==> src/rtl/cdb_arbiter.sv <==
// Common data bus arbiter: four one-entry holding buffers feeding a registered CDB broadcast.
// Define CDB_ARB_RR_EN for round-robin arbitration; otherwise fixed priority int > ls > mult > div.
module cdb_arbiter #(
  parameter int W_DATA = 32,
  parameter int W_TAG  = 6
) (
  input  logic              clk,
  input  logic              reset,
  input  logic              int_valid,
  input  logic [W_TAG-1:0]  int_tag,
  input  logic [W_DATA-1:0] int_data,
  input  logic              int_branch,
  input  logic              int_taken,
  input  logic              ls_valid,
  input  logic [W_TAG-1:0]  ls_tag,
  input  logic [W_DATA-1:0] ls_data,
  input  logic              mult_valid,
  input  logic [W_TAG-1:0]  mult_tag,
  input  logic [W_DATA-1:0] mult_data,
  input  logic              div_valid,
  input  logic [W_TAG-1:0]  div_tag,
  input  logic [W_DATA-1:0] div_data,
  output logic              int_ready,
  output logic              ls_ready,
  output logic              mult_ready,
  output logic              div_ready,
  output logic              cdb_valid,
  output logic [W_TAG-1:0]  cdb_tag,
  output logic [W_DATA-1:0] cdb_data,
  output logic              cdb_branch,
  output logic              cdb_branch_taken
);

  // Handshake: a unit's result is taken at a rising edge where its valid and
  // ready are both high; ready depends only on buffer state, never on valid.
  logic [3:0]        valid_v;
  logic [3:0]        ready_v;
  logic [3:0]        accept;
  logic [3:0]        full;
  logic [3:0]        grant;
  logic [W_TAG-1:0]  tag_in  [4];
  logic [W_DATA-1:0] data_in [4];
  logic [W_TAG-1:0]  tag_q   [4];
  logic [W_DATA-1:0] data_q  [4];
  logic              br_q;
  logic              tk_q;
  logic [1:0]        gnt_idx;
  logic              any_grant;

  assign valid_v = {div_valid, mult_valid, ls_valid, int_valid};
  assign tag_in[0]  = int_tag;
  assign tag_in[1]  = ls_tag;
  assign tag_in[2]  = mult_tag;
  assign tag_in[3]  = div_tag;
  assign data_in[0] = int_data;
  assign data_in[1] = ls_data;
  assign data_in[2] = mult_data;
  assign data_in[3] = div_data;

`ifdef CDB_ARB_RR_EN
  logic [1:0] rr_ptr;
  logic [1:0] idx;
  logic       found;

  // Search starts one past the last granted source.
  always_comb begin
    grant = '0;
    found = 1'b0;
    idx   = '0;
    for (int k = 1; k <= 4; k++) begin
      idx = rr_ptr + 2'(k);
      if (!found && full[idx]) begin
        grant[idx] = 1'b1;
        found      = 1'b1;
      end
    end
  end

  always_ff @(posedge clk) begin
    if (reset) begin
      rr_ptr <= 2'd3;
    end else if (any_grant) begin
      rr_ptr <= gnt_idx;
    end
  end
`else
  always_comb begin
    grant    = '0;
    grant[0] = full[0];
    grant[1] = full[1] & ~full[0];
    grant[2] = full[2] & ~|full[1:0];
    grant[3] = full[3] & ~|full[2:0];
  end
`endif

  assign any_grant = |grant;
  assign ready_v   = ~full | grant;
  assign accept    = valid_v & ready_v;

  assign int_ready  = ready_v[0];
  assign ls_ready   = ready_v[1];
  assign mult_ready = ready_v[2];
  assign div_ready  = ready_v[3];

  always_comb begin
    gnt_idx = '0;
    for (int i = 0; i < 4; i++) begin
      if (grant[i]) gnt_idx = 2'(i);
    end
  end

  // A same-edge accept on the granted source wins: the entry is reloaded.
  always_ff @(posedge clk) begin
    if (reset) begin
      full <= '0;
    end else begin
      for (int i = 0; i < 4; i++) begin
        if (accept[i]) begin
          full[i] <= 1'b1;
        end else if (grant[i]) begin
          full[i] <= 1'b0;
        end
      end
    end
  end

  always_ff @(posedge clk) begin
    for (int i = 0; i < 4; i++) begin
      if (accept[i]) begin
        tag_q[i]  <= tag_in[i];
        data_q[i] <= data_in[i];
      end
    end
    if (accept[0]) begin
      br_q <= int_branch;
      tk_q <= int_taken;
    end
  end

  always_ff @(posedge clk) begin
    if (reset || !any_grant) begin
      cdb_valid        <= 1'b0;
      cdb_tag          <= '0;
      cdb_data         <= '0;
      cdb_branch       <= 1'b0;
      cdb_branch_taken <= 1'b0;
    end else begin
      cdb_valid        <= 1'b1;
      cdb_tag          <= tag_q[gnt_idx];
      cdb_data         <= data_q[gnt_idx];
      cdb_branch       <= grant[0] & br_q;
      cdb_branch_taken <= grant[0] & br_q & tk_q;
    end
  end

endmodule

==> config.mk <==
export PLATFORM = sky130hd
export DESIGN_NAME = cdb_arbiter
export DESIGN_NICKNAME = d
export VERILOG_FILES = /design/src/rtl/cdb_arbiter.sv
export SDC_FILE = /design/constraint.sdc
export NUM_CORES = 1
export LEC_CHECK = 0
export ABC_AREA = 1
export BUFFER_PORTS_ARGS = -buffer_cell sky130_fd_sc_hd__buf_2
export CORE_MARGIN = 10
export CORE_UTILIZATION = 52
export DETAILED_ROUTE_END_ITERATION = 12
export GPL_ROUTABILITY_DRIVEN = 0
export GPL_TIMING_DRIVEN = 1
export PLACE_DENSITY = 0.85
export SYNTH_ARGS = -nofsm -noshare
export SYNTH_HDL_FRONTEND = slang
export SYNTH_SLANG_ARGS = --single-unit
==> constraint.sdc <==
create_clock -name clk -period 3.46 [get_ports clk]
set_input_delay 0.692 -clock clk [delete_from_list [all_inputs] [get_ports clk]]
set_output_delay 0.692 -clock clk [all_outputs]
set_load 0.005 [all_outputs]
* Word level (Yosys, flattened, before mapping) *
Memory sizes are Yosys's and may differ from the RTL's. A register that Yosys moved wholly into a read port is not among the register bits.
Cells that the tools add are included.

storage, ports and cells
  register bits after elaboration = 9
  memory bits (writable) = 152
  input port bits = 160
  output and inout port bits = 45
  word-level logic and storage cells = 48
  memories = 2

memories
  memory  words  bits a word  rd ports  clocked after memory_dff  write ports  RTL line  RTL
  data_q  4      32           1         1                         4            44        logic [W_DATA-1:0] data_q [4];
  tag_q   4      6            1         1                         4            43        logic [W_TAG-1:0] tag_q [4];

cells by class
  muxes and demuxes = 18
  bitwise logic cells = 9
  reductions and logical operators = 10

operators with widths
  operator            number
  $mux W1             16
  $reduce_bool A2 Y1  3
  $and A1 B1 Y1       5
  $and A4 B4 Y4       1
  $mux W2             2
  $not A4 Y4          1
  $or A4 B4 Y4        1
  $reduce_or A4 Y1    1
  $logic_not A1 Y1    3
  $reduce_or A3 Y1    1
  $reduce_or A2 Y1    1
  $logic_or A1 B1 Y1  1
  $not A1 Y1          1

* Depth between registers and ports, before layout *
Gate-level depths: netlist of the first run.

  depth in word-level cells = 7
  gate-level depth with buffers = 9
  gate-level depth less buffers = 7

* Worst setup path after synthesis of the first run *
Ideal clock, no wire load.

  kind = input to register
  start point = input port ls_valid
  end point = memory data_q[1][0], enable pin
  library setup time = 0.446 ns
  arrival = 2.599 ns
  required time = 3.014 ns
  setup slack = 0.415 ns
  stages on the path = 2
  path through = inv_1 a21oi_1

RTL lines
  element          RTL line  RTL
  start, declared  14        input logic ls_valid,
  end, declared    44

* Worst setup path in the final report of the first run *
  start point = register full[3]
  end point = register cdb_data[4], read port of data_q

on the way
  longest elaborated chain between the ends = 4
  elaborated cells between the ends (all ways) = 5

RTL lines
  element                          RTL line  RTL
  start, declared                  39        logic [3:0] full;
  start signal, assigned           115       full <= '0;
  start signal, assigned by index  119       full[i] <= 1'b1;
  start signal, assigned by index  121       full[i] <= 1'b0;
  $and A1 B1 Y1 (*)                92        grant[3] = full[3] & ~|full[2:0];
  $reduce_or A4 Y1                 96        assign any_grant = |grant;
  $logic_not A1 Y1                 141       if (reset || !any_grant) begin
  $logic_or A1 B1 Y1               141
  end, declared                    29        output logic [W_DATA-1:0] cdb_data,

Mark *: on every way between the ends. The rest lies on a longest branch, timed or not.
A chain may end at the register's enable or synchronous reset.

==> impl_summary.log, run 1 <==
[metrics] syn nets: 810
[metrics] final setup violation count: 0
[metrics] Clock Sink Count: approximately 200
[metrics] wire length per cell: roughly 18 microns
[metrics] post-CTS setup buffer count: 0
[metrics] Top Ports: 205
[metrics] wirelength, routed: around 19000 microns
[metrics] Worst Setup End Kind: flop
[metrics] post-detailed-placement half-perimeter wirelength: ~13000 microns
[metrics] mean area per synthesized cell: between 10 and 15 sq um
[metrics] Fin Setup TNS: 0 ns
[metrics] wire length of the first global-routing pass: between 20000 and 30000 microns
[metrics] summed instance area of the synthesized netlist: 0.00766 sq mm
[metrics] DP Area: 0.00879 sq mm
[metrics] die footprint: 0.0200 sq mm
[metrics] port bufs: just over 200
[metrics] CP max FO: slightly above 40
[metrics] power per standard cell area: between 500 and 600 mW/mm^2
[metrics] effective utilization at floorplan: 0.529
[metrics] Tcrit/Tclk final: 0.749
[metrics] launching element type of the critical path: flop
[metrics] number of library cell types mapped by synthesis: 18
[metrics] Final min period: 2.59 ns
[metrics] fraction of met1 tracks used by global routing: 0.217
[metrics] count of pins over their slew limit: 0
[metrics] number of cell rows: 44
[metrics] placed insts: around 1000
[metrics] crit path DAT: around 2.8 ns
[metrics] hold buffer count at CTS: 0
[metrics] Post-route DRC: 0
[metrics] Global Route Usage Sum: 0.186
[metrics] number of cells traversed by the worst hold path: 1
[metrics] total CTS buffers: 17
[metrics] GR Util met3: 0.0547
[metrics] total overflow reported by the global router: 0
[metrics] area growth from synthesis to final layout: 22.6%
[metrics] leakage power total: 4.29 nW
[metrics] normalized max-slew margin: 0.227
[metrics] number of antenna violations at the first check in global routing: 1
[metrics] WHS: around 0.43 ns
[metrics] PnR Total Power: about 5.4 mW
[metrics] fraction of the yosys area taken by sequential cells: 0.721
[metrics] number of storage elements in the synthesis netlist: roughly 200
[metrics] share of final-layout standard cells stronger than drive strength 1: 0.292
[metrics] total of warnings raised by yosys: 0
[metrics] Worst Setup Path Type: flop to flop
[metrics] worst-case clock buffer depth: 2
[metrics] core area: 0.0145 sq mm
[metrics] Worst-path clk slew: 0.08 ns
[metrics] CTS tree: done
[metrics] CTS H-tree lvls: 4
[metrics] number of antenna-violating nets in the routed design: 0
[metrics] total non-filler cell area in the finished layout: ~0.0094 sq mm
[metrics] combinational share of power: 0.101
[metrics] Worst Hold Class: input pin to flop
[metrics] GRT busiest layer: met2
[metrics] final cell count without fillers: roughly 1000
[metrics] Tightest Pin Transition: 1.15 ns
[metrics] final count of hold timing violations: 0
[metrics] Net Sw Power: around 1.2 mW
[metrics] number of cells upsized or downsized after cts: 0
[metrics] Die X-Extent: 141 microns
[metrics] count of antenna diodes in the layout: 0
[metrics] violation count after the first detailed-routing iteration: 426
[metrics] root buffer selected by CTS: sky130_fd_sc_hd__clkbuf_16
[metrics] total number of vias: 5294
[metrics] run status: completed
[metrics] Worst-Skew Late Latency: approximately 0.43 ns
[metrics] Highest Clock Rate: just under 400 MHz
[metrics] Vias per Instance: 5.10
[metrics] maximum vdd drop: roughly 0.47 mV
[metrics] switching part of the total: 0.233
[metrics] number of iterations in the first detailed-routing pass: 5
[metrics] RSZ-0062 raised after global routing: false
[metrics] via count of the first global-routing pass: 5443
[metrics] y dimension of the die: 141 microns
[metrics] grt met2 use: 0.312
[metrics] instance count of the mapped netlist: between 600 and 700
[metrics] Maximum Capacitance Violations: 0
[metrics] final layout net count: around 1000
[metrics] final clock skew: 0.0133 ns
[metrics] fraction of power consumed by the clock network: 0.374
[metrics] share of power burned in registers: 0.524
[metrics] Int Pwr: 4.12 mW
[metrics] required time at the endpoint of the critical path: 3.70 ns
[metrics] maximum number of pins on one net before global-route repair: 77
[metrics] worst-case reg-to-reg path depth: 4
per-layer routing:
| layer | vias to the layer above | wire (microns) |
|---|---|---|
| met5 | - | 0 |
| met4 | 0 | 496 |
| met3 | 35 | 1480 |
| met2 | 253 | 9490 |
| met1 | 2463 | 7350 |
| li1 | 2543 | - |
logic make-up after synthesis:
| group | after synthesis | share of synthesized area |
|---|---|---|
| AOI/OAI and AO/OA | 45 | 0.0307 |
| buffers and inverters | 164 | 0.0914 |
| DFF | 199 | 0.721 |
| other | 1 | 0.000489 |
| and+or+nand+nor | 241 | 0.156 |
cells in the final DEF, fill, tap and decap left out, types with 2 or more instances in the layout:
cell type	netlist	final
sky130_fd_sc_hd__buf_2	17	203
sky130_fd_sc_hd__edfxtp_1	154	154
sky130_fd_sc_hd__inv_1	125	125
sky130_fd_sc_hd__nand3_1	115	115
sky130_fd_sc_hd__nand2_1	79	79
sky130_fd_sc_hd__dfxtp_1	45	45
sky130_fd_sc_hd__a21oi_1	43	42
sky130_fd_sc_hd__nand3b_1	38	38
sky130_fd_sc_hd__clkbuf_16	0	17
sky130_fd_sc_hd__buf_4	5	6
sky130_fd_sc_hd__nor2_1	6	4
sky130_fd_sc_hd__clkinv_4	0	4
sky130_fd_sc_hd__clkinvlp_4	0	3
sky130_fd_sc_hd__bufinv_16	0	3
sky130_fd_sc_hd__nor2_4	0	2
sky130_fd_sc_hd__inv_2	2	2
sky130_fd_sc_hd__nand2_2	2	2
registers in the layout, summed over array words and instances (netlist names):
signal and flops:
br_q 1, cdb_branch 1, cdb_branch_taken 1, cdb_data 32, cdb_tag 6, cdb_valid 1, data_q 128, full 4
tag_q 24, tk_q 1
cells in the mapped netlist:
library cell | n | share of area
sky130_fd_sc_hd__a21oi_1 | 43 | 0.028
sky130_fd_sc_hd__buf_2 | 17 | 0.011
sky130_fd_sc_hd__buf_4 | 5 | 0.0049
sky130_fd_sc_hd__buf_6 | 6 | 0.0088
sky130_fd_sc_hd__clkbuf_1 | 9 | 0.0044
sky130_fd_sc_hd__conb_1 | 1 | 0.00049
sky130_fd_sc_hd__dfxtp_1 | 45 | 0.12
sky130_fd_sc_hd__edfxtp_1 | 154 | 0.60
sky130_fd_sc_hd__inv_1 | 125 | 0.061
sky130_fd_sc_hd__inv_2 | 2 | 0.00098
sky130_fd_sc_hd__nand2_1 | 79 | 0.039
sky130_fd_sc_hd__nand2_2 | 2 | 0.0016
sky130_fd_sc_hd__nand3_1 | 115 | 0.075
sky130_fd_sc_hd__nand3b_1 | 38 | 0.037
sky130_fd_sc_hd__nor2_1 | 6 | 0.0029
sky130_fd_sc_hd__nor2_2 | 1 | 0.00082
sky130_fd_sc_hd__o21ai_2 | 1 | 0.0011
sky130_fd_sc_hd__o21bai_2 | 1 | 0.0015
power by group through the flow:
stage | sequential (mW) | combinational [mW] | clock (mW)
after floorplan | 2.86 | 0.304 | 0
after global placement | 2.86 | 0.533 | 0
after detailed placement | 2.87 | 0.550 | 0
after CTS | 2.82 | 0.554 | 2.04
after global routing | 2.83 | 0.610 | 2.13
final | 2.81 | 0.545 | 2.01
path summary, 6_finish.rpt:
check	startpoint	end	slack (ns)
worst max-delay path	full[3]	cdb_data[4]	0.87
worst min-delay path	int_tag[4]	tag_q[0][4]	0.43
worst max register to register	full[3]	cdb_data[4]	0.87
worst min register to register	tk_q	cdb_branch_taken	0.54
through the flow:
step,worst slack [ns],utilization
after floorplan,0.415,-
after detailed placement,0.833,0.607
final,0.869,0.649
after global placement,0.958,0.607
after CTS,0.793,0.649
after global routing,0.608,0.649
final cells by class:
type	instances	area [sq um]
repair buffers	210	1080
inverters	127	477
clock inverters	14	176
well taps	184	230
multi-input cells	287	1480
clock buffers	18	429
fillers	1090	5080
flip-flops and latches	199	5530
worst max-delay path, stage by stage, from the launching register on:
cell and delay [ns]:
sky130_fd_sc_hd__dfxtp_1 0.35, sky130_fd_sc_hd__o21ai_4 0.91, sky130_fd_sc_hd__inv_2 0.11, sky130_fd_sc_hd__o21bai_4 0.90, sky130_fd_sc_hd__a21oi_1 0.14
Power figures use the tool's default switching activity.
==> inputs of run 2 (changes only) <==
- CORE_UTILIZATION: 52 -> 47
- PLACE_DENSITY: 0.85 -> 0.81
- clock period: 3.46 -> 2.3 ns (I/O delays scaled with it)
==> impl_summary.log, run 2 (synthesis gave the netlist of run 1 again) <==
[metrics] run status: completed
[metrics] Maximum Capacitance Violations: 0
[metrics] Highest Clock Rate: roughly 490 MHz
[metrics] root buffer selected by CTS: sky130_fd_sc_hd__clkbuf_16
[metrics] Reg with most FFs: data_q
[metrics] number of cell rows: 46
[metrics] Worst Hold Class: input pin to flop
[metrics] pre-CTS setup slack: a little over 0.6 ns
[metrics] port bufs: ~200
[metrics] final setup violation count: 0
[metrics] Max Used Layer: met4
[metrics] PnR Total Power: ~8 mW
[metrics] switching part of the total: 0.236
[metrics] Worst-Skew Late Latency: 0.43 ns
[metrics] total number of vias: 5325
[metrics] final clock skew: 0.0112 ns
[metrics] most frequent standard cell in the layout excluding fill and tap cells: sky130_fd_sc_hd__buf_2
[metrics] number of antenna-violating nets in the routed design: 0
[metrics] wire length per cell: around 18 microns
[metrics] post-layout worst setup margin: 0.239 ns
[metrics] area growth from synthesis to final layout: 24.2%
[metrics] effective utilization at floorplan: 0.481
[metrics] Post-route DRC: 0
[metrics] WL met3: around 1600 microns
[metrics] largest registers: data_q: 128 flops, cdb_data: 32 flops, tag_q: 24 flops
[metrics] DP Area: 0.00892 sq mm
[metrics] CP max FO: 6
[metrics] Tcrit/Tclk final: 0.896
[metrics] number of iterations in the first detailed-routing pass: 6
[metrics] WP buf/inv: 2
[metrics] worst-case clock buffer depth: 2
[metrics] worst-path cell chain: nor2_2 -> a21oi_1 -> inv_1 -> buf_2
[metrics] most frequent cells in the layout: sky130_fd_sc_hd__buf_2 (203), sky130_fd_sc_hd__edfxtp_1 (154), sky130_fd_sc_hd__inv_1 (125), sky130_fd_sc_hd__nand3_1 (115), sky130_fd_sc_hd__nand2_1 (79)
[metrics] violation count after the first detailed-routing iteration: about 260
[metrics] post-CTS setup buffer count: 0
[metrics] maximum vdd drop: 0.963 mV
[metrics] Int Pwr: approximately 6 mW
[metrics] share of final-layout standard cells stronger than drive strength 1: 0.299
[metrics] hold buffer count at CTS: 0
[metrics] Clock Sink Count: 199
[metrics] launching element type of the critical path: flop
[metrics] Final min period: 2.06 ns
[metrics] CTS H-tree lvls: 4
[metrics] final layout net count: roughly 1000
[metrics] power per standard cell area: about 850 mW/mm^2
[metrics] normalized max-slew margin: 0.643
[metrics] leakage power total: 4.35 nW
[metrics] RSZ-0062 raised after global routing: false
[metrics] combinational share of power: 0.104
[metrics] Top Ports: roughly 210
[metrics] Worst Setup Path Type: flop to output pin
[metrics] required time at the endpoint of the critical path: 1.84 ns
[metrics] Tightest Pin Transition: 0.535 ns
[metrics] wire length the detailed router placed on met1: between 7000 and 8000 microns
[metrics] met2 WL post-DR: between 9000 and 10000 microns
[metrics] post-detailed-placement half-perimeter wirelength: 13400 microns
[metrics] Net Sw Power: roughly 1.9 mW
[metrics] core area: ~0.016 sq mm
[metrics] total non-filler cell area in the finished layout: roughly 0.0095 sq mm
[metrics] final count of hold timing violations: 0
[metrics] Global Route Usage Sum: 0.176
[metrics] Worst-path clk slew: about 0.070 ns
[metrics] die footprint: 0.0218 sq mm
[metrics] wire length of the first global-routing pass: 29400 microns
[metrics] slowest CP cell: sky130_fd_sc_hd__dfxtp_1
[metrics] fraction of power consumed by the clock network: 0.373
[metrics] crit path DAT: roughly 1.6 ns
[metrics] delay-heaviest family, CP: flip-flops
[metrics] total CTS buffers: 17
[metrics] maximum number of pins on one net before global-route repair: slightly below 80
[metrics] Largest register FFs: roughly 130
[metrics] max incr delay on CP: 0.48 ns
[metrics] Worst Setup End Kind: output pin
[metrics] placed insts: 1047
[metrics] Vias per Instance: between 4 and 5
[metrics] CTS tree: done
[metrics] via count of the first global-routing pass: approximately 5500
[metrics] Fin Setup TNS: 0 ns
[metrics] Die X-Extent: 148 microns
[metrics] total overflow reported by the global router: 0
[metrics] y dimension of the die: 148 microns
[metrics] share of power burned in registers: 0.523
[metrics] number of cells upsized or downsized after cts: 0
[metrics] count of antenna diodes in the layout: 0
[metrics] count of pins over their slew limit: 0
[metrics] wirelength, routed: about 19000 microns
[metrics] final cell count without fillers: approximately 1100
[metrics] number of antenna violations at the first check in global routing: 0
-- run 2: changes by cell type in the layout (fill, tap and decap cells not counted), moves of 2 or more --
cell,previous run,this run
sky130_fd_sc_hd__buf_12,1,3
sky130_fd_sc_hd__buf_4,6,12
sky130_fd_sc_hd__clkbuf_8,0,2
sky130_fd_sc_hd__clkinvlp_4,3,0
sky130_fd_sc_hd__inv_6,1,4
-- run 2: power by group through the flow --
stage | registers [mW] | clock network (mW) | logic, mW
2_1_floorplan | 4.30 | 0 | 0.459
5_1_grt | 4.24 | 3.23 | 0.936
3_5_place_dp | 4.31 | 0 | 0.849
3_3_place_gp | 4.30 | 0 | 0.824
4_1_cts | 4.23 | 3.06 | 0.854
6_report | 4.23 | 3.01 | 0.838
-- run 2: worst paths after layout --
kind | start | endpoint | slack (ns) | cells past startpoint
hold / removal | mult_data[12] | data_q[2][12] | 0.20 | 1
hold reg to reg | br_q | cdb_branch | 0.56 | 2
setup / recovery | full[0] | div_ready | 0.24 | 4
setup reg to reg | full[0] | cdb_tag[5] | 0.62 | 6
-- run 2: layer usage --
metal | up-vias | global-route usage
li1 | 2556 | -
met1 | 2510 | 0.211
met4 | 0 | 0.0540
met2 | 242 | 0.298
met5 | - | 0
met3 | 17 | 0.0516
-- run 2: area by class of cell --
cell class,instances,area (sq um)
inverters,127,477
clock buffers,21,460
fillers,1287,6430
well taps,216,270
repair buffers,218,1170
clock inverters,11,138
multi-input cells,287,1480
flip-flops and latches,199,5530
-- run 2: metrics by stage --
| step | hold slack, ns | util |
|---|---|---|
| after floorplan | 0.481 | - |
| after detailed placement | 0.517 | 0.559 |
| final | 0.195 | 0.597 |
| after CTS | 0.177 | 0.597 |
| after global routing | 0.170 | 0.597 |
| after global placement | 0.561 | 0.559 |
==> inputs of run 3 (changes only) <==
- CORE_UTILIZATION: 47 -> 52
- PLACE_DENSITY: 0.81 -> 0.85
- clock period: 2.3 -> 1.95 ns (I/O delays scaled with it)
==> impl_summary.log, run 3 (synthesis gave the netlist of run 1 again) <==
[metrics] area growth from synthesis to final layout: 24.2%
[metrics] total overflow reported by the global router: 0
[metrics] core area: roughly 0.014 sq mm
[metrics] number of antenna violations at the first check in global routing: 0
[metrics] run status: completed
[metrics] launch point of the worst reg-to-reg path: full[1]
[metrics] root buffer selected by CTS: sky130_fd_sc_hd__clkbuf_16
[metrics] total number of vias: between 5000 and 6000
[metrics] violation count after the first detailed-routing iteration: between 300 and 400
[metrics] CTS H-tree lvls: 4
[metrics] Clock Sink Count: 199
[metrics] final setup violation count: 0
[metrics] WHS: approximately 0.13 ns
[metrics] Vias per Instance: roughly 5
[metrics] CP max FO: 4
[metrics] pre-CTS setup slack: about 0.32 ns
[metrics] required time at the endpoint of the critical path: 1.56 ns
[metrics] Die X-Extent: approximately 140 microns
[metrics] wire length per cell: between 15 and 20 microns
[metrics] final layout net count: 1013
[metrics] wirelength, routed: slightly below 20000 microns
[metrics] effective utilization at floorplan: 0.529
[metrics] hold buffer count at CTS: 0
[metrics] final clock skew: 0.00693 ns
[metrics] Highest Clock Rate: 549 MHz
[metrics] maximum vdd drop: 0.688 mV
[metrics] placed insts: 1018
[metrics] via count of the first global-routing pass: 5518
[metrics] wire length of the first global-routing pass: approximately 30000 microns
[metrics] leakage power total: 4.36 nW
[metrics] maximum number of pins on one net before global-route repair: 77
[metrics] largest registers: data_q: 128 flops, cdb_data: 32 flops, tag_q: 24 flops
[metrics] worst-case clock buffer depth: 2
[metrics] launching element type of the critical path: flop
[metrics] post-layout worst setup margin: roughly 0.13 ns
[metrics] port bufs: between 200 and 250
[metrics] die footprint: between 0.015 and 0.02 sq mm
[metrics] Top Ports: 205
[metrics] Worst-path clk slew: 0.07 ns
[metrics] Worst Setup Path Type: flop to output pin
[metrics] final cell count without fillers: 1051
[metrics] most frequent cells in the layout: sky130_fd_sc_hd__buf_2 (203), sky130_fd_sc_hd__edfxtp_1 (154), sky130_fd_sc_hd__inv_1 (125), sky130_fd_sc_hd__nand3_1 (115), sky130_fd_sc_hd__nand2_1 (79)
[metrics] y dimension of the die: 141 microns
[metrics] final count of hold timing violations: 0
[metrics] Hold Startpoint: mult_tag[0]
[metrics] internal reg-to-reg setup slack: approximately 0.36 ns
[metrics] Worst Setup End Kind: output pin
[metrics] Final min period: approximately 1.8 ns
[metrics] Worst Hold Class: input pin to flop
[metrics] Fin Setup TNS: 0 ns
[metrics] number of iterations in the first detailed-routing pass: 4
[metrics] count of pins over their slew limit: 0
[metrics] post-detailed-placement half-perimeter wirelength: 13700 microns
[metrics] number of cells traversed by the worst hold path: 1
[metrics] Global Route Usage Sum: 0.193
[metrics] Maximum Capacitance Violations: 0
[metrics] most frequent standard cell in the layout excluding fill and tap cells: sky130_fd_sc_hd__buf_2
[metrics] RSZ-0062 raised after global routing: false
[metrics] terminus of the critical flop-to-flop path: cdb_tag[3]
[metrics] power per standard cell area: ~990 mW/mm^2
[metrics] Tcrit/Tclk final: 0.934
[metrics] crit path DAT: roughly 1.4 ns
[metrics] # fillers: 1083
[metrics] Worst-Skew Late Latency: between 0.4 and 0.5 ns
[metrics] post-CTS setup buffer count: 0
[metrics] destination of the worst hold path: tag_q[2][0]
[metrics] number of antenna-violating nets in the routed design: 0
[metrics] Largest register FFs: roughly 130
[metrics] number of cell rows: between 40 and 50
[metrics] Reg with most FFs: data_q
[metrics] worst-case reg-to-reg path depth: 5
[metrics] share of final-layout standard cells stronger than drive strength 1: 0.304
[metrics] CTS tree: done
[metrics] total CTS buffers: 17
[metrics] Post-route DRC: 0
[run 3: cell count changes in the layout (fill, tap and decap cells not counted), moves of 2 or more]
cell,previous run,this run
sky130_fd_sc_hd__buf_12,3,6
sky130_fd_sc_hd__clkbuf_8,2,0
sky130_fd_sc_hd__clkinvlp_4,0,2
sky130_fd_sc_hd__clkinv_2,1,3
sky130_fd_sc_hd__clkinv_4,3,1
[run 3: layer usage]
layer	GRT usage	wire length (microns)	vias to the layer above
met2	0.332	10100	272
met4	0.0748	505	0
met1	0.220	7410	2513
met5	0	0	-
met3	0.0624	1810	37
li1	-	-	2568
[run 3: final cells by class]
class	count	area, sq um	area share
antenna	1	2.50	0.000263
clock buffer	18	429	0.0451
clock inverter	14	146	0.0154
inverter	127	477	0.0501
multi-input combinational	287	1480	0.156
sequential	199	5530	0.580
tap	184	230	0.0242
timing repair buffer	221	1230	0.129
[run 3: worst max-delay path by stage]
stage | start | endpoint | slack (ns) | cells after the start
6_report | full[1] | mult_ready | 0.13 | 4
5_1_grt | full[1] | mult_ready | 0.006 | 4
3_3_place_gp | full[0] | data_q[3][10] | 0.37 | 4
3_5_place_dp | full[0] | tag_q[3][5] | 0.32 | 4
4_1_cts | full[1] | div_ready | 0.06 | 4
2_1_floorplan | ls_valid | data_q[1][0] | 0.06 | 2
[run 3: timing repair]
item | in CTS | in global routing
resized for setup | 1 | 1
cloned | 0 | 0
setup endpoints to repair | 1 | 1
[run 3: critical path, stage by stage (launching register included)]
cell and delay [ns]:
sky130_fd_sc_hd__dfxtp_1 0.43, sky130_fd_sc_hd__nor2_2 0.12, sky130_fd_sc_hd__nor2_1 0.22, sky130_fd_sc_hd__inv_1 0.09
sky130_fd_sc_hd__buf_2 0.15
[run 3: power breakdown]
| group | switching, mW | internal (mW) | total [mW] | leakage (nW) |
|---|---|---|---|---|
| Combinational | 0.615 | 0.407 | 1.02 | 2.21 |
| Clock | 1.55 | 1.90 | 3.45 | 0.279 |
| Sequential | 0.0875 | 4.90 | 4.99 | 1.87 |
| Total | 2.25 | 7.21 | 9.46 | 4.36 |
[run 3: per-stage QoR]
step / power [mW] / area (sq um) / util
3_5_place_dp: 6.10 / 8940 / 0.617
6_report: 9.46 / 9520 / 0.658
4_1_cts: 9.52 / 9510 / 0.657
5_1_grt: 9.80 / 9520 / 0.657
3_3_place_gp: 6.05 / 8940 / 0.617
2_1_floorplan: 5.61 / 7680 / -
